File: config.mk
export PLATFORM = sky130hd
export DESIGN_NAME = poly1305_block_formatter
export DESIGN_NICKNAME = d
export VERILOG_FILES = /design/src/rtl/poly1305_block_formatter.sv
export SDC_FILE = /design/constraint.sdc
export NUM_CORES = 1
export LEC_CHECK = 0
export ABC_CLOCK_PERIOD_IN_PS = 13250
export CAP_MARGIN = 20
export CORE_UTILIZATION = 40
export DETAILED_ROUTE_END_ITERATION = 8
export PLACE_DENSITY = 0.69
export SYNTH_ARGS = -nofsm -noshare
export SYNTH_HDL_FRONTEND = slang
export SYNTH_SLANG_ARGS = --single-unit
File: constraint.sdc
create_clock -name clk -period 13.25 [get_ports clk]
set_clock_uncertainty 0.2 [all_clocks]
set_input_delay 1.9875 -clock clk [delete_from_list [all_inputs] [get_ports clk]]
set_output_delay 1.9875 -clock clk [all_outputs]
set_load 0.01 [all_outputs]
File: src/rtl/poly1305_block_formatter.sv
// Formats AAD and payload byte beats into zero-padded 16-byte Poly1305 blocks, then appends the length block.
// Optional keep-contiguity checking is enabled by defining PFMT_KEEP_CHECK_EN.
module poly1305_block_formatter #(
    parameter int CNT_W = 64
) (
    input  logic         clk,
    input  logic         rst,
    input  logic         start,
    input  logic         aad_valid,
    input  logic [127:0] aad_data,
    input  logic [15:0]  aad_keep,
    input  logic         aad_last,
    output logic         aad_ready,
    input  logic         pld_valid,
    input  logic [127:0] pld_data,
    input  logic [15:0]  pld_keep,
    input  logic         pld_last,
    output logic         pld_ready,
    output logic         blk_valid,
    output logic [127:0] blk_data,
    output logic [1:0]   blk_kind,
    input  logic         blk_ready,
    output logic         busy,
    output logic         done,
    output logic         err_keep
);

    typedef enum logic [2:0] {
        S_IDLE,
        S_AAD,
        S_PLD,
        S_LEN,
        S_WAIT_LEN,
        S_DONE
    } state_t;

    localparam logic [1:0] KIND_AAD = 2'd0;
    localparam logic [1:0] KIND_PLD = 2'd1;
    localparam logic [1:0] KIND_LEN = 2'd2;

    state_t             state, state_next;
    logic               slot_free;
    logic               aad_fire, pld_fire;
    logic [127:0]       beat_data;
    logic [15:0]        beat_keep;
    logic               load_beat, load_len, clr_msg, done_next;
    logic [CNT_W-1:0]   aad_cnt, pld_cnt;

    function automatic logic [4:0] popcount16(input logic [15:0] k);
        logic [4:0] n;
        n = 5'd0;
        for (int i = 0; i < 16; i++) n = n + 5'(k[i]);
        return n;
    endfunction

    function automatic logic [127:0] byte_mask(input logic [15:0] k);
        logic [127:0] m;
        m = '0;
        for (int i = 0; i < 16; i++) m[8*i +: 8] = {8{k[i]}};
        return m;
    endfunction

    // The output register is free when empty or being drained this cycle.
    assign slot_free = !blk_valid || blk_ready;
    assign aad_ready = (state == S_AAD) && slot_free;
    assign pld_ready = (state == S_PLD) && slot_free;
    assign aad_fire  = aad_valid && aad_ready;
    assign pld_fire  = pld_valid && pld_ready;
    assign beat_data = pld_fire ? pld_data : aad_data;
    assign beat_keep = pld_fire ? pld_keep : aad_keep;
    assign busy      = (state != S_IDLE) && (state != S_DONE);

    always_ff @(posedge clk) begin
        // NOTE: sequential state uses non-blocking assignments so every register samples pre-edge values.
        if (rst) state <= S_IDLE;
        else     state <= state_next;
    end

    always_comb begin
        // NOTE: every output of this block gets a default first, so no path can infer a latch.
        state_next = state;
        load_beat  = 1'b0;
        load_len   = 1'b0;
        clr_msg    = 1'b0;
        done_next  = 1'b0;
        case (state)
            S_IDLE, S_DONE: begin
                if (start) begin
                    clr_msg    = 1'b1;
                    state_next = S_AAD;
                end
            end
            S_AAD: begin
                if (aad_fire) begin
                    load_beat = |aad_keep;
                    if (aad_last) state_next = S_PLD;
                end
            end
            S_PLD: begin
                if (pld_fire) begin
                    load_beat = |pld_keep;
                    if (pld_last) state_next = S_LEN;
                end
            end
            S_LEN: begin
                if (slot_free) begin
                    load_len   = 1'b1;
                    state_next = S_WAIT_LEN;
                end
            end
            S_WAIT_LEN: begin
                // blk_valid is always set here: the length block was loaded on entry.
                if (blk_ready) begin
                    done_next  = 1'b1;
                    state_next = S_DONE;
                end
            end
            default: state_next = S_IDLE;
        endcase
    end

    always_ff @(posedge clk) begin
        if (rst) begin
            blk_valid <= 1'b0;
            blk_data  <= '0;
            blk_kind  <= KIND_AAD;
            aad_cnt   <= '0;
            pld_cnt   <= '0;
            done      <= 1'b0;
        end else begin
            done <= done_next;
            if (load_beat) begin
                blk_valid <= 1'b1;
                blk_data  <= beat_data & byte_mask(beat_keep);
                blk_kind  <= pld_fire ? KIND_PLD : KIND_AAD;
            end else if (load_len) begin
                blk_valid <= 1'b1;
                blk_data  <= {64'(pld_cnt), 64'(aad_cnt)};
                blk_kind  <= KIND_LEN;
            end else if (blk_ready) begin
                blk_valid <= 1'b0;
            end

            if (clr_msg) begin
                aad_cnt <= '0;
                pld_cnt <= '0;
            end else begin
                if (aad_fire) aad_cnt <= aad_cnt + CNT_W'(popcount16(aad_keep));
                if (pld_fire) pld_cnt <= pld_cnt + CNT_W'(popcount16(pld_keep));
            end
        end
    end

`ifdef PFMT_KEEP_CHECK_EN
    logic keep_bad;

    // Contiguous LSB masks have no set bit above a clear one: k & (k+1) == 0.
    assign keep_bad = |(beat_keep & (beat_keep + 16'd1));

    always_ff @(posedge clk) begin
        if (rst)                                     err_keep <= 1'b0;
        else if (clr_msg)                            err_keep <= 1'b0;
        else if ((aad_fire || pld_fire) && keep_bad) err_keep <= 1'b1;
    end
`else
    assign err_keep = 1'b0;
`endif

endmodule

==> impl_metrics.toml, run 1 <==
[cells_and_area]
layoutNonFillerInstCount = 2578
fin_nets = 2394
diodes = 0
syn2layout_area_growth_pct = 36.52
drive_above_1_share_pct = 3.905

[cts]
cts_root_buf = "clkbuf_16"
cts_resized = 0
cts_tree = "built"
clock_latency_ns = 0.56
ctsHtreeMaxLevel = 1
cts.sinks = 263
numCtsBuffers = 29
cts_setup_buffers = 0
clk_path_buf_depth = 3
ctsHoldBuffers = 0
clk_pin_slew_worst_paths_ns = 0.06

[sta]
fin_setup_tns_ns = 0
relSlewSlack_pct = 30.26
period_needed_ns = 7.532
fmax_mhz = 132.8
tightestPinTransition_ns = 1.042
hold_viol_final = 0
rsz0062_at_grt = "no"
post-route-period-util_pct = 56.85
hold_slack_ns = 0.2589
slew_viol_final = 0
setup_viol = 0

[critical_path]
crit_slowest_cell = "clkdlybuf4s50_1"
rr_startpoint = "pld_cnt[0]"
cpMostUsedCell = "fa_1"
start_kind = "input port"
ff2ff_path_depth = 12
worstPathCellList = "clkdlybuf4s50_1 -> inv_1 -> fa_1 -> fa_1 -> fa_1 -> fa_1 -> inv_1 -> fa_1 -> fa_1 -> a211o_1 -> a21oi_1 -> or4_1 -> or4_1 -> a21oi_1"
crit_fanout = 11
worst-setup-path-type = "in -> reg"
r2r_end = "pld_cnt[36]"
critPathCaptureType = "register"
crit_arrival_ns = 7.74
reg2reg_slack_ns = 8.23
required_ns = 13.45
max_stage_delay_ns = 0.87

[yosys]
yosysSeqAreaShare_pct = 34.92
ys_ff_latch = 263
ys_warn_count = 0
async_reset_ff_share_pct = 0
netlist_instances = 1734
synth_simple_gate_area_share_pct = 21.31
ys.flop_type = "dfxtp_1"
synth-xor-area-share_pct = 2.091
syn_area_um2 = 15080
synth_edf_count = 0
syn_area_per_cell_um2 = 8.694
synthMuxAreaShare_pct = 7.967
yosys.area_share.adder_pct = 4.681
synth_nets = 2072
synth_top_family_by_area = "compound AO/OA/AOI/OAI gates"
synth-compound-area-share_pct = 23.45
synthDistinctLibCells = 57

[power_and_ir_drop]
peakVddDrop_mv = 0.09954
power_w = 0.002428
powerDensity_nw_per_um2 = 118.0
p_leak_nw = 7.684

[routing]
wl_um = 53490
route.detailed.drc = 0
postRouteAntennaNets = 0
routed_via_density = 5.991
first_iter_violations = 1055
vias = 15450
detail_route.wl_per_cell_um = 20.75
first_pass_iters = 5

[global_route]
grt_pass1_vias = 14590
grt_max_degree = 187
antenna_found_initial = 2
grt_pass1_wl_um = 81810
overflow = 0
grt_usage_pct = 26.61

[placement]
placedCellCount = 2528
place.gp.congestion = 0.9017
io_buffers = 430
dpl.hpwl_um = 38770

[floorplan]
fp.dieH_um = 196.1
initial_core_util_pct = 40.89
io_pins = 432
die_w_um = 196.1
dieArea_um2 = 38470
core-area_um2 = 36870
rows = 70

[job]
cap_viol_max_count = 0

[worst_hold_path]
hold_start = "pld_cnt[0]"
hp-class = "reg -> reg"
hold_depth = 2
hold_end = "pld_cnt[0]"

[status]
status = "finished clean"
## registers in the layout (all words and copies together) (netlist names)
name and cells:
blk_kind 2, pld_cnt 64, blk_valid 1, state 3
blk_data 128, aad_cnt 64, done 1
## cell usage in the layout, fill, tap and decap left out, types with 19 or more instances in the layout
| master | n |
|---|---|
| clkdlybuf4s50_1 | 429 |
| dfxtp_1 | 263 |
| and3_1 | 147 |
| a211oi_1 | 137 |
| a311oi_1 | 128 |
| mux2i_1 | 120 |
| a21oi_1 | 111 |
| nand2_1 | 76 |
| nor2_1 | 69 |
| inv_1 | 64 |
| or4_1 | 55 |
| nand4_1 | 53 |
| nand3_1 | 49 |
| o31ai_1 | 49 |
| clkbuf_16 | 29 |
| xnor2_1 | 26 |
| o21ai_0 | 26 |
| fa_1 | 24 |
| or3_1 | 23 |
| nor4_1 | 22 |
| nor3_1 | 19 |
## Yosys cell counts, types with 4 or more instances
cell / instances / area [um2]
a211oi_1: 137 / 1028
a21o_1: 6 / 45.04
a21oi_1: 111 / 555.5
a311oi_1: 128 / 1121
a31o_2: 7 / 61.31
a31oi_1: 4 / 25.02
and2_1: 6 / 37.54
and3_1: 147 / 919.6
and4_1: 12 / 105.1
buf_1: 10 / 37.54
buf_2: 5 / 25.02
clkbuf_1: 137 / 514.2
dfxtp_1: 263 / 5265
fa_1: 24 / 480.5
ha_1: 18 / 225.2
inv_1: 64 / 240.2
mux2i_1: 120 / 1201
nand2_1: 77 / 289.0
nand2b_1: 8 / 50.05
nand3_1: 50 / 250.2
nand4_1: 53 / 331.6
nor2_1: 69 / 259.0
nor3_1: 19 / 95.09
nor3b_1: 4 / 30.03
nor4_1: 22 / 137.6
o211ai_1: 6 / 45.04
o21ai_0: 26 / 130.1
o31ai_1: 49 / 367.9
or3_1: 23 / 143.9
or4_1: 55 / 412.9
xnor2_1: 26 / 227.7
xor2_1: 10 / 87.58
## layout make-up
type / count / area [um2]
Clock buffer: 38 / 789.5
Multi-Input combinational cell: 1253 / 9022
Timing Repair Buffer: 445 / 4462
Sequential cell: 263 / 5265
Inverter: 64 / 240.2
Clock inverter: 11 / 171.4
Fill cell: 3442 / 16290
Tap cell: 504 / 630.6
## logic make-up (layout without fill, tap and decap cells)
group | count (synthesis) | in the layout
AOI/OAI and AO/OA | 492 | 492
xor gates and xnor gates | 36 | 36
adders and majority gates | 42 | 42
buffers and inverters | 218 | 558
DFF | 263 | 263
muxes | 120 | 120
other | 1 | 1
and+or+nand+nor | 562 | 562
## report_power, final
group,total (W),switching [W],internal [W]
registers,0.000903,0.0000425,0.000860
clock network,0.000828,0.000334,0.000494
logic,0.000697,0.000341,0.000356
total,0.00243,0.000718,0.00171
## worst max-delay path by stage
stage / start / end / cells after the start
after floorplan: pld_keep[5] / pld_cnt[54] / 16
after global placement: pld_keep[5] / pld_cnt[48] / 14
after detailed placement: pld_keep[5] / pld_cnt[48] / 14
after CTS: pld_keep[5] / pld_cnt[36] / 14
after global routing: pld_keep[5] / pld_cnt[36] / 14
final: pld_keep[5] / pld_cnt[36] / 14
## layer usage
metal	track usage (%)	wire [um]	vias to the layer above
met5	0	31	-
met4	8.333	1612	4
met3	5.656	4066	86
met2	42.35	23820	601
met1	35.87	23970	7359
li1	-	-	7395
## critical path, delay by kind of cell
kind,cells,cell delay [ns]
buf+inv,3,1.06
simple gates,2,0.63
compound gates,3,1.21
fa+ha+maj,6,2.84
## metrics by stage
stage	area (um2)	setup slack, ns	util (%)
after floorplan	15080	6.494	-
after global placement	19560	5.248	53.05
after detailed placement	19610	5.212	53.17
after CTS	20570	5.794	55.78
after global routing	20580	5.439	55.82
final	20580	5.718	55.82
Power figures use the tool's default switching activity.
==> run 2: changes to the inputs <==
ABC_CLOCK_PERIOD_IN_PS = 7700   (was 13250)
clock period = 7.7 ns   (was 13.25 ns; I/O delays follow)
==> run 2 against run 1 <==
Sequential share of layout area is 0.081 points lower. Critical path depth increased by 1. Global-route usage is essentially flat. Design area up 0.32%. Die area stayed put. Register-to-register slack worse by 5.1 ns. Total power up 74%. Worst hold slack worse by 0.0011 ns. Non-clock buffer count increased by 3. Via count barely moved.
==> impl_metrics.toml, run 2 (synthesized netlist as in run 1, its figures left out) <==
[sta]
relSlewSlack_pct = 30.86
slew_viol_final = 0
hold_viol_final = 0
tightestPinTransition_ns = 1.028
fmax_mhz = 161.9
setup_viol = 0
fin_setup_tns_ns = 0
post-route-period-util_pct = 80.23
period_needed_ns = 6.178
rsz0062_at_grt = "no"

[power_and_ir_drop]
power_switching_w = 0.001237
pwr-share-comb_pct = 28.4
seqPwrFrac_pct = 36.9
power_w = 0.004214
intPower_w = 0.002977
p_leak_nw = 7.744
powerDensity_nw_per_um2 = 204.1
peakVddDrop_mv = 0.1622
clkPwrFrac_pct = 34.7
swShare_pct = 29.36

[routing]
route.detailed.drc = 0
first_iter_violations = 1055
postRouteAntennaNets = 0
detail_route.wl_per_cell_um = 20.57
first_pass_iters = 8
vias = 15440
routed_via_density = 5.971
wl_um = 53200

[global_route]
grt_max_degree = 184
grt_pass1_vias = 14660
grt_usage_pct = 26.58
grt_pass1_wl_um = 82250
overflow = 0
antenna_found_initial = 1

[critical_path]
worst-setup-path-type = "in -> reg"
crit_arrival_ns = 6.45
cpMostUsedCell = "fa_1"
critPathCaptureType = "register"
ff2ff_path_depth = 13
crit_fanout = 11
start_kind = "input port"
rr_startpoint = "aad_cnt[0]"
worstPathCellList = "clkdlybuf4s50_1 -> fa_1 -> inv_1 -> fa_1 -> fa_1 -> fa_1 -> inv_1 -> fa_1 -> fa_1 -> a211o_1 -> a21oi_1 -> buf_4 -> or4_1 -> or4_1 -> a21oi_1"
crit_slowest_cell = "clkdlybuf4s50_1"
required_ns = 7.97
r2r_end = "aad_cnt[46]"
max_stage_delay_ns = 0.75
reg2reg_slack_ns = 3.09

[cells_and_area]
final_cell_mix = "429 x clkdlybuf4s50_1, 263 x dfxtp_1, 147 x and3_1"
design_area_um2 = 20650
final_common_cell = "clkdlybuf4s50_1"
syn2layout_area_growth_pct = 36.95
largest_reg_flops = 128
register_area_um2 = 5265
largest-register = "blk_data"
diodes = 0
num-fill-cells = 3354
largest_registers = "blk_data (128), aad_cnt (64), pld_cnt (64)"
fin_nets = 2397
drive_above_1_share_pct = 4.467
multi_input_area_um2 = 9022

[cts]
cts.sinks = 263
ctsHoldBuffers = 0
cts_setup_buffers = 0
clk_path_buf_depth = 3
clk_pin_slew_worst_paths_ns = 0.06
ctsHtreeMaxLevel = 1
cts_root_buf = "clkbuf_16"
cts_tree = "built"
numCtsBuffers = 29
cts_resized = 0
clock_latency_ns = 0.55

[floorplan]
dieArea_um2 = 38470
initial_core_util_pct = 40.89
core-area_um2 = 36870
rows = 70
fp.dieH_um = 196.1
die_w_um = 196.1
io_pins = 432

[placement]
place.gp.congestion = 0.8642
placed_cell_area_um2 = 19590
io_buffers = 430
dpl.hpwl_um = 38910

[worst_hold_path]
hold_depth = 2
hp-class = "reg -> reg"
hold_end = "pld_cnt[0]"
hold_start = "pld_cnt[0]"

[status]
status = "finished clean"

[job]
cap_viol_max_count = 0
run 2: area by class of cell:
type	count	area share, %
repair buffers	448	21.67
clock inverters	13	0.6969
well taps	504	3.054
inverters	64	1.164
multi-input cells	1253	43.70
flip-flops and latches	263	25.50
clock buffers	41	4.218
run 2: worst max-delay path by stage:
| stage | slack (ns) | end | start |
|---|---|---|---|
| final | 1.52 | pld_cnt[36] | pld_keep[1] |
| after CTS | 1.54 | pld_cnt[36] | pld_keep[1] |
| after global routing | 1.18 | aad_cnt[47] | aad_keep[9] |
| after floorplan | 1.78 | pld_cnt[54] | pld_keep[5] |
| after global placement | 1.13 | pld_cnt[36] | pld_keep[1] |
| after detailed placement | 0.99 | pld_cnt[48] | pld_keep[1] |
run 2: critical path, delay by kind of cell:
family	cells	cell delay, ns
and+or+nand+nor	2	1.23
buffers and inverters	4	1.06
adders and majority gates	6	2.55
AOI/OAI and AO/OA	3	0.42
run 2: power groups by stage:
stage	clock [W]	combinational, W	sequential, W
2_1_floorplan	0	0.000586	0.00162
3_3_place_gp	0	0.00118	0.00158
3_5_place_dp	0	0.00120	0.00158
4_1_cts	0.00149	0.00120	0.00155
5_1_grt	0.00155	0.00130	0.00157
6_report	0.00146	0.00120	0.00155
run 2: metal layers:
metal	up-vias	part of all wire [%]	track usage, %
met4	0	1.9	5.874
li1	7378	-	-
met1	7444	45	35.96
met3	51	7.4	5.415
met2	567	45	43.43
met5	-	0	0
run 2: stage by stage:
step	setup slack (ns)	std cells	hold WS, ns	utilization, %
2_1_floorplan	1.777	1734	0.2363	-
3_3_place_gp	1.128	2530	0.2433	53.14
3_5_place_dp	0.9861	2530	0.2479	53.14
4_1_cts	1.537	2584	0.2566	55.89
6_report	1.522	2586	0.2578	55.99
5_1_grt	1.180	2586	0.2969	55.99
==> run 3: changes to the inputs <==
ABC_CLOCK_PERIOD_IN_PS = 6000   (was 7700)
clock period = 6 ns   (was 7.7 ns; I/O delays follow)
==> run 3 against run 2 <==
Sequential power up 28%. Clock-buffer cell count down 4. Via count up 1.6%. Clock power up 17%. Total power up 26%. Design area up 1.1%. First-iteration DRC count down 0.95%. Sequential share of layout area down 0.28 points. Worst hold slack worse by 0.0024 ns. Core utilization up 0.62 points.
==> impl_metrics.toml, run 3 (synthesized netlist as in run 1, its figures left out) <==
[status]
status = "finished clean"

[cts]
ctsHtreeMaxLevel = 1
cts_root_buf = "clkbuf_16"
cts_setup_buffers = 0
cts_tree = "built"
cts_resized = 0
numCtsBuffers = 27
clock_latency_ns = 0.55
clk_pin_slew_worst_paths_ns = 0.07
clk_path_buf_depth = 3
cts.sinks = 263
ctsHoldBuffers = 0

[critical_path]
required_ns = 6.27
worst-setup-path-type = "in -> reg"
crit_fanout = 9
start_kind = "input port"
crit_arrival_ns = 5.77
critPathCaptureType = "register"

[worst_hold_path]
hp-class = "reg -> reg"

[cells_and_area]
syn2layout_area_growth_pct = 38.46
drive_above_1_share_pct = 5.768
largest_registers = "blk_data (128), aad_cnt (64), pld_cnt (64)"
register_area_um2 = 5265
fin_util_pct = 56.61
largest_reg_flops = 128
fin_nets = 2435
final_cell_mix = "429 x clkdlybuf4s50_1, 263 x dfxtp_1, 147 x and3_1"
final_common_cell = "clkdlybuf4s50_1"
largest-register = "blk_data"
num-fill-cells = 3327
multi_input_area_um2 = 9022

[sta]
rsz0062_at_grt = "no"
fmax_mhz = 182.1
period_needed_ns = 5.491
hold_slack_ns = 0.2554
setup_slack_ns = 0.5095
post-route-period-util_pct = 91.51
tightestPinTransition_ns = 0.9743
setup_viol = 0
hold_viol_final = 0
relSlewSlack_pct = 34.45
slew_viol_final = 0

[placement]
dpl.hpwl_um = 40660
place_ws_ns = -0.01152
place.gp.congestion = 0.8584
io_buffers = 430

[floorplan]
core-area_um2 = 36870
io_pins = 432
fp.dieH_um = 196.1
initial_core_util_pct = 40.89
die_w_um = 196.1
rows = 70
dieArea_um2 = 38470

[global_route]
grt_pass1_vias = 14790
grt_max_degree = 89
grt_pass1_wl_um = 83500
antenna_found_initial = 2
grt_usage_pct = 27.16
overflow = 0

[power_and_ir_drop]
powerDensity_nw_per_um2 = 254.2
p_leak_nw = 7.880
peakVddDrop_mv = 0.2424
power_w = 0.005306

[routing]
vias = 15690
top_layer = "met5"
wl_um = 54410
detail_route.wl_per_cell_um = 20.77
met1Wirelength_um = 24620
dr_wl_met3_um = 3893
routed_via_density = 5.989
route.detailed.drc = 0
postRouteAntennaNets = 0
first_pass_iters = 5
met2WireLength_um = 24440
first_iter_violations = 1045

[job]
cap_viol_max_count = 0
run 3: cell count changes in the layout (fill, tap and decap cells not counted), moves of 2 or more:
cell	delta
buf_12	+6
buf_4	+35
clkbuf_1	+4
clkbuf_16	-2
clkbuf_8	-6
clkinv_2	-3
run 3: area by class of cell:
class	instances	area share (%)
tap	504	3.021
clock buffer	37	3.608
antenna	1	0.01199
timing repair buffer	488	23.15
multi-input combinational	1253	43.22
sequential	263	25.22
inverter	64	1.151
clock inverter	10	0.6114
run 3: worst max-delay path: stages:
cell             delay (ns)
clkdlybuf4s50_1        0.49
inv_1                  0.07
fa_1                   0.64
fa_1                   0.47
fa_1                   0.49
fa_1                   0.49
inv_1                  0.05
fa_1                   0.39
fa_1                   0.41
a211o_1                0.34
a21oi_1                0.30
or4_1                  0.34
buf_4                  0.18
o31ai_1                0.07
a21oi_1                0.14
run 3: final timing paths:
| path | start | to | slack, ns | cells past startpoint |
|---|---|---|---|---|
| setup / recovery | pld_keep[5] | pld_cnt[48] | 0.51 | 15 |
| hold / removal | pld_cnt[0] | pld_cnt[0] | 0.26 | 2 |
| hold reg to reg | pld_cnt[0] | pld_cnt[0] | 0.26 | 2 |
| setup reg to reg | pld_cnt[0] | pld_cnt[48] | 1.57 | 13 |
run 3: through the flow:
stage	cell area [um2]	instances	setup TNS, ns
2_1_floorplan	15080	1734	0
3_3_place_gp	19980	2571	0
3_5_place_dp	19980	2571	-0.01644
4_1_cts	20860	2618	0
5_1_grt	20870	2620	0
6_report	20870	2620	0
run 3: routing by layer:
metal / global-route usage, % / vias up
met5: 0 / -
met3: 5.037 / 80
li1: - / 7472
met4: 7.494 / 2
met1: 37.03 / 7570
met2: 43.73 / 567
run 3: report_power, final:
group	total [W]	switching [W]	internal, W
clock network	0.00171	0.000714	0.00100
logic	0.00160	0.000770	0.000829
registers	0.00199	0.0000932	0.00190
total	0.00531	0.00158	0.00373
